## src/rtl/apb_slave_regfile.sv

```systemverilog
// APB completer with a word-addressed register file, programmable wait states,
// byte-lane write strobes and an error response for misaligned or out-of-range addresses.
module apb_slave_regfile #(
   parameter int DATA_W      = 32,
   parameter int ADDR_W      = 8,
   parameter int DEPTH       = 16,
   parameter int WAIT_CYCLES = 0
) (
   input  logic                clk,
   input  logic                rst,
   input  logic                sel,
   input  logic                enable,
   input  logic                w_en,
   input  logic [ADDR_W-1:0]   add,
   input  logic [DATA_W-1:0]   data_in,
   input  logic [DATA_W/8-1:0] strb,
   output logic                ready,
   output logic [DATA_W-1:0]   data_out,
   output logic                slverr,
   output logic                dbg_state
);
   localparam int BYTES = DATA_W / 8;
   localparam int SH    = $clog2(BYTES);
   localparam int IW    = (DEPTH > 1) ? $clog2(DEPTH) : 1;

   typedef enum logic {IDLE = 1'b0, ACCESS = 1'b1} state_t;

   state_t              state, state_nxt;
   logic [DATA_W-1:0]   mem [DEPTH];
   logic [7:0]          cnt;
   logic                lat_we, lat_err;
   logic [DATA_W-1:0]   lat_data;
   logic [BYTES-1:0]    lat_strb;
   logic [IW-1:0]       lat_idx;
   logic [ADDR_W-1:0]   idx;
   logic [IW-1:0]       idx_s;
   logic                in_err;
   logic                go_setup, complete, step, leave;

   assign idx       = add >> SH;
   assign idx_s     = idx[IW-1:0];
   assign in_err    = ((add & ADDR_W'(BYTES - 1)) != '0) ||
                      ({1'b0, idx} >= (ADDR_W + 1)'(DEPTH));
   assign dbg_state = state;

   // Valid/ready semantics: a transfer is set up on an edge with sel=1, enable=0 and
   // completes on the edge where sel, enable and ready are all high; nothing else commits.
   always_comb begin
      state_nxt = state;
      go_setup  = 1'b0;
      complete  = 1'b0;
      step      = 1'b0;
      leave     = 1'b0;
      case (state)
         IDLE: begin
            if (sel && !enable) begin
               state_nxt = ACCESS;
               go_setup  = 1'b1;
            end
         end
         ACCESS: begin
            if (!sel) begin
               state_nxt = IDLE;
               leave     = 1'b1;
            end else if (!enable) begin
               go_setup = 1'b1;
            end else if (ready) begin
               state_nxt = IDLE;
               complete  = 1'b1;
               leave     = 1'b1;
            end else begin
               step = 1'b1;
            end
         end
         default: state_nxt = IDLE;
      endcase
   end

   always_ff @(posedge clk) begin
      if (rst) state <= IDLE;
      else     state <= state_nxt;
   end

   always_ff @(posedge clk) begin
      if (rst) begin
         ready    <= 1'b0;
         slverr   <= 1'b0;
         data_out <= '0;
         cnt      <= '0;
         lat_we   <= 1'b0;
         lat_err  <= 1'b0;
         lat_data <= '0;
         lat_strb <= '0;
         lat_idx  <= '0;
         for (int i = 0; i < DEPTH; i++) mem[i] <= '0;
      end else if (go_setup) begin
         lat_we   <= w_en;
         lat_err  <= in_err;
         lat_data <= data_in;
         lat_strb <= strb;
         lat_idx  <= idx_s;
         cnt      <= 8'(WAIT_CYCLES);
         ready    <= (WAIT_CYCLES == 0);
         slverr   <= in_err && (WAIT_CYCLES == 0);
         if (!w_en) data_out <= in_err ? '0 : mem[idx_s];
      end else if (leave) begin
         ready  <= 1'b0;
         slverr <= 1'b0;
         if (complete && lat_we && !lat_err) begin
            for (int b = 0; b < BYTES; b++)
               if (lat_strb[b]) mem[lat_idx][8*b +: 8] <= lat_data[8*b +: 8];
         end
      end else if (step) begin
         cnt <= cnt - 8'd1;
         if (cnt == 8'd1) begin
            ready  <= 1'b1;
            slverr <= lat_err;
         end
      end
   end
endmodule

```

## config.mk

```make
export PLATFORM = sky130hd
export DESIGN_NAME = apb_slave_regfile
export DESIGN_NICKNAME = d
export VERILOG_FILES = /design/src/rtl/apb_slave_regfile.sv
export SDC_FILE = /design/constraint.sdc
export NUM_CORES = 1
export LEC_CHECK = 0
export CAP_MARGIN = 20
export CELL_PAD_IN_SITES_DETAIL_PLACEMENT = 2
export CELL_PAD_IN_SITES_GLOBAL_PLACEMENT = 2
export CORE_ASPECT_RATIO = 2
export CORE_MARGIN = 2
export CORE_UTILIZATION = 45
export DETAILED_ROUTE_END_ITERATION = 10
export HOLD_SLACK_MARGIN = 0.05
export MAX_ROUTING_LAYER = met4
export PLACE_DENSITY = 0.85
export SYNTH_ARGS = -nofsm -noshare
export SYNTH_HDL_FRONTEND = slang
export SYNTH_SLANG_ARGS = --single-unit
```

## constraint.sdc

```tcl
create_clock -name clk -period 3.07 [get_ports clk]
set_input_delay 0.4605 -clock clk [delete_from_list [all_inputs] [get_ports clk]]
set_output_delay 0.4605 -clock clk [all_outputs]
set_load 0.1 [all_outputs]
```

==> results of run 1 <==
[cell usage after synthesis, types with 2 or more instances]
cell type,instances,area [µm²]
inv_1,7,26.28
buf_1,6,22.52
nand2b_1,6,37.54
a221oi_1,2,17.52
buf_2,18,90.09
nor3_4,10,162.7
nor3_2,6,60.06
a211oi_1,2,15.01
edfxtp_1,512,15370
nor3_1,41,205.2
dfxtp_1,85,1702
nor2b_1,4,25.02
nand2_1,122,457.9
buf_4,2,15.01
xor2_1,6,52.55
clkbuf_1,86,322.8
o221ai_1,32,280.3
or2_2,63,394.1
mux4_2,128,2883
nand3_1,3,15.01
nand4b_1,4,35.03
or2_1,2,12.51
nor2_1,22,82.58
and2_1,512,3203
ha_1,2,25.02
nor3b_1,2,15.01
nor4_1,2,12.51
a21oi_1,40,200.2
mux2i_1,64,640.6
nand3b_1,3,22.52
[cell families (layout without fill, tap and decap cells)]
kind of cell / after synthesis / in the layout / synth area share
and+or+nand+nor: 809 / 809 / 0.1812
DFF: 597 / 597 / 0.6440
muxes: 192 / 192 / 0.1329
buffers and inverters: 120 / 281 / 0.01840
AOI/OAI and AO/OA: 79 / 79 / 0.02024
xor gates and xnor gates: 7 / 7 / 0.002312
adders and majority gates: 2 / 2 / 0.0009436
[how the worst max path moves through the flow]
stage                  to  slack, ps  cells after the start
3_3_place_gp   mem[2][16]        240                      5
2_1_floorplan  mem[8][10]        140                      7
4_1_cts        mem[8][23]        400                      5
3_5_place_dp   mem[2][20]         80                      5
6_report       mem[2][16]        340                      4
5_1_grt        mem[2][16]        200                      4
[power groups by stage]
stage	combinational, W	clock [W]	sequential [W]
2_1_floorplan	0.000651	0	0.00930
5_1_grt	0.00109	0.00719	0.00930
3_5_place_dp	0.00103	0	0.00945
3_3_place_gp	0.000966	0	0.00941
6_report	0.00103	0.00689	0.00928
4_1_cts	0.00104	0.00697	0.00928
[through the flow]
stage                     worst slack, ps    util  instances  cell area (µm²)  hold WS (ps)
after floorplan                     142.4       -       1806            26520         433.2
after global placement              236.0  0.4908       2631            28550         447.5
after detailed placement            79.34  0.4908       2631            28550         457.4
after CTS                           401.4  0.5202       2729            30260         383.4
after global routing                203.5  0.5202       2729            30260         419.6
final                               342.0  0.5202       2729            30260         401.3
[area by class of cell]
type / instances / area (µm²)
inverters: 7 / 26.28
multi-input cells: 1089 / 8972
flip-flops and latches: 597 / 17080
well taps: 762 / 953.4
fillers: 5343 / 27920
clock inverters: 32 / 294.0
repair buffers: 176 / 1525
clock buffers: 66 / 1416
[flip-flops by register name, indices dropped and copies added (netlist names), 4 cells and up]
name,flops
mem,512
lat_idx,4
data_out,32
lat_data,32
cnt,8
lat_strb,4
[layer usage]
layer,GRT usage,vias up,share of wire
met5,-,-,0
met4,0.1128,0,0.043
met3,0.02676,171,0.034
li1,-,6834,-
met2,0.5612,477,0.57
met1,0.3207,8453,0.35
[worst max-delay path: cells and delay by family, from the launching register on]
family	cells	cell delay (ps)
AND/OR/NAND/NOR	4	1940
flip-flops	1	490
==> impl_metrics.yaml, run 1 <==
run_status:
  status: "finished, final reports clean"
detailed_routing:
  drtIter0Drc: 1097
  via_per_inst: 5.839
  ant_nets: 0
  wl_per_cell_um: 31.61
  drt-pass1-iter-count: 5
  drc: 0
  num_vias: 15940
  wl_um: 86270
sta:
  tns_ps: 0
  grt_setup_unrepaired: "false"
  min_period_over_period: 0.8886
  fmax_ghz: 0.3666
  hold_viol: 0
  timing.final.crit_period_ps: 2728
  max_slew_margin: 0.1866
  final_max_slew_viol_count: 0
  worst_clock_skew_ps: 26.10
  worst_pin_slew_ps: 1220
  final-setup-viol-count: 0
worst_hold_path:
  hold_end: "lat_data[18]"
  holdCritStartpoint: "data_in[18]"
  hold_path.class: "in -> reg"
  hold_depth: 3
cts:
  clk_pin_slew_ps: 70
  h-tree-depth: 2
  postCtsHoldBufs: 0
  root_buffer: "clkbuf_16"
  clock_sinks: 597
  cts_made_buffers: 53
  clk_latency_ps: 620
  ctsResizeCount: 0
  cts_tree: "done"
  cts_setup_buffers: 0
  cts_max_path_buffers: 3
pwr:
  pwr_density_cell_nw_per_um2: 568.3
  power_frac_clock: 0.400
  combinationalPowerShare: 0.060
  peakVddDrop_mv: 0.4027
  p_int_w: 0.01316
  switching_power_w: 0.004034
  design_power_total_w: 0.01720
  power.leakage_nw: 11.11
  seq_power_share: 0.539
  swShare: 0.2346
floorplanning:
  ios: 84
  initial_core_util: 0.4558
  core_um2: 58180
  fp.dieW_um: 175.6
  die_y_um: 347.3
  rows: 125
  die-area_um2: 61000
worst_setup_path:
  cp_max_fo: 9
  slowest_stage: "nor3_1"
  worstRegToRegCells: 4
  worstReg2RegEnd: "mem[2][16]"
  critPathLaunchType: "flip-flop"
  reg2reg_from: "dbg_state"
  rrSetupSlack_ps: 340
  worstSetupPathType: "reg -> reg"
  cpPeakStageDelay_ps: 880
  critical_path_arrival_ps: 3040
  cp-startpoint: "dbg_state"
  endpoint_kind: "flip-flop"
  path_cells: "and4_1 > nand2_1 > nor3_1 > or2_2"
  worstPathRequired_ps: 3390
layout:
  antenna_cells: 0
  fin_nets: 1975
  drive_gt1_frac: 0.2156
  syn_to_final_growth_pct: 14.13
  layout_common_cells: "and2_1 (512), edfxtp_1 (512), mux4_2 (128), buf_4 (124), nand2_1 (122)"
global_routing:
  antenna_found_initial: 0
  grt_pass1_wl_um: 127900
  first_global_vias: 18080
  overflow: 0
  gr-usage-all-layers: 0.2980
  grt_max_degree: 60
synth:
  synth-seq-cells: 597
  synth_seq_area_share: 0.6440
  syn_nets: 1857
  synth_cells: 1806
  yosys_most_used_dff: "edfxtp_1"
  yosysWarnings: 0
  avgSynthCellArea_um2: 14.68
  synth_cell_types: 42
  synth_edf_count: 512
  synth_area_um2: 26520
  async_reset_ff_frac: 0
flow_run:
  cap_violations: 0
place:
  hpwl_um: 58570
  io_buffers: 83
  gp_congestion: 0.8082
Power figures use the tool's default switching activity.
==> inputs of run 2 (changes only) <==
HOLD_SLACK_MARGIN = not set   (was 0.05)
==> results of run 2 <==
No change in the layout: final DEF, timing and power equal those of run 1.
==> inputs of run 3 (changes only) <==
CORE_UTILIZATION = 40   (was 45)
PLACE_DENSITY = 0.78   (was 0.85)
==> run 3 against run 2 <==
Net effect: clock-buffer cell count grew 11; sequential power shrank 0.4%; register-to-register slack gained 90 ps; utilization shrank 5.6 points; cell count grew 4.1%; clock power grew 3%; critical path type unchanged; largest cell class unchanged.
==> impl_metrics.yaml, run 3 (synthesized netlist as in run 1, its figures left out) <==
run_status:
  status: "finished, final reports clean"
cts:
  cts_max_path_buffers: 3
  root_buffer: "clkbuf_16"
  ctsResizeCount: 0
  postCtsHoldBufs: 0
  clock_sinks: 597
  clk_pin_slew_ps: 70
  clk_latency_ps: 610
  h-tree-depth: 2
  cts_setup_buffers: 0
  cts_made_buffers: 53
  cts_tree: "done"
pwr:
  switching_power_w: 0.003914
  combinationalPowerShare: 0.059
  p_int_w: 0.01345
  power.leakage_nw: 11.15
  pwr_density_cell_nw_per_um2: 568.5
  power_frac_clock: 0.409
  seq_power_share: 0.532
  design_power_total_w: 0.01736
  swShare: 0.2254
  peakVddDrop_mv: 0.4563
layout:
  finish.utilization: 0.4646
  antenna_cells: 0
  top_register: "mem"
  drive_gt1_frac: 0.2155
  syn_to_final_growth_pct: 15.17
  fin_nets: 1969
  layout_common_cells: "and2_1 (512), edfxtp_1 (512), mux4_2 (128), nand2_1 (122), buf_4 (113)"
  reg_top3: "mem (512), data_out (32), lat_data (32)"
  largest_reg_flops: 512
floorplanning:
  ios: 84
  initial_core_util: 0.4034
  die_y_um: 368.1
  die-area_um2: 68490
  rows: 133
  fp.dieW_um: 186.1
  core_um2: 65730
detailed_routing:
  ant_nets: 0
  via_per_inst: 5.388
  drc: 0
  drt-pass1-iter-count: 4
  num_vias: 15300
  drtIter0Drc: 842
  wl_per_cell_um: 27.82
  wl_um: 79000
worst_setup_path:
  endpoint_kind: "flip-flop"
  worstSetupPathType: "reg -> reg"
  critPathLaunchType: "flip-flop"
  critical_path_arrival_ps: 2940
  worstPathRequired_ps: 3370
  cp_max_fo: 16
sta:
  final_max_slew_viol_count: 0
  min_period_over_period: 0.8584
  hold_viol: 0
  final-setup-viol-count: 0
  grt_setup_unrepaired: "false"
  worst_clock_skew_ps: 19.16
  timing.final.crit_period_ps: 2635
  worst_pin_slew_ps: 956.4
  fmax_ghz: 0.3794
  timing.final.ws_setup_ps: 434.6
  tns_ps: 0
  max_slew_margin: 0.3624
global_routing:
  grt_max_degree: 112
  overflow: 0
  gr-usage-all-layers: 0.2452
  first_global_vias: 17640
  grt_pass1_wl_um: 118400
  antenna_found_initial: 0
place:
  post-place-ws_ps: 58.65
  gp_congestion: 0.7955
  io_buffers: 83
  hpwl_um: 55020
flow_run:
  cap_violations: 0
worst_hold_path:
  hold_path.class: "in -> reg"
[run 3: through the flow]
| step | instances | area (µm²) | hold slack [ps] |
|---|---|---|---|
| final | 2840 | 30540 | 326.6 |
| after global routing | 2840 | 30540 | 341.1 |
| after CTS | 2839 | 30530 | 293.7 |
| after detailed placement | 2739 | 28700 | 451.3 |
| after global placement | 2739 | 28700 | 446.4 |
| after floorplan | 1806 | 26520 | 433.2 |
[run 3: worst max-delay path: stages (launching register included)]
cell and delay [ps]:
dfxtp_1 440, and4bb_1 390, or3b_1 390, buf_4 330, nor3_2 460, or2_2 310
[run 3: path summary, 6_finish.rpt]
check,start,end,slack [ps],cells past startpoint
setup / recovery,ready,mem[8][6],430,5
hold / removal,add[2],lat_idx[0],330,3
setup reg to reg,ready,mem[8][6],430,5
hold reg to reg,data_out[20],data_out[20],470,2
[run 3: final cells by class]
cell class                 count  area (µm²)
fill                        6202       35190
timing repair buffer         170        1530
clock buffer                  77        1613
multi-input combinational   1089        8972
inverter                       7       26.28
tap                          877        1097
clock inverter                23       222.7
sequential                   597       17080
[run 3: power groups by stage]
stage                     logic (W)  clock network [W]  registers [W]
after global routing        0.00108            0.00750        0.00927
after CTS                   0.00104            0.00722        0.00925
after floorplan            0.000651                  0        0.00930
after global placement     0.000991                  0        0.00939
after detailed placement    0.00103                  0        0.00943
final                       0.00102            0.00709        0.00924
[run 3: metal layers]
| metal | part of all wire | wire (µm) | track usage |
|---|---|---|---|
| met1 | 0.36 | 28280 | 0.2622 |
| met2 | 0.57 | 44650 | 0.4535 |
| met3 | 0.028 | 2178 | 0.02176 |
| met4 | 0.049 | 3889 | 0.1075 |
| met5 | 0 | 0 | - |
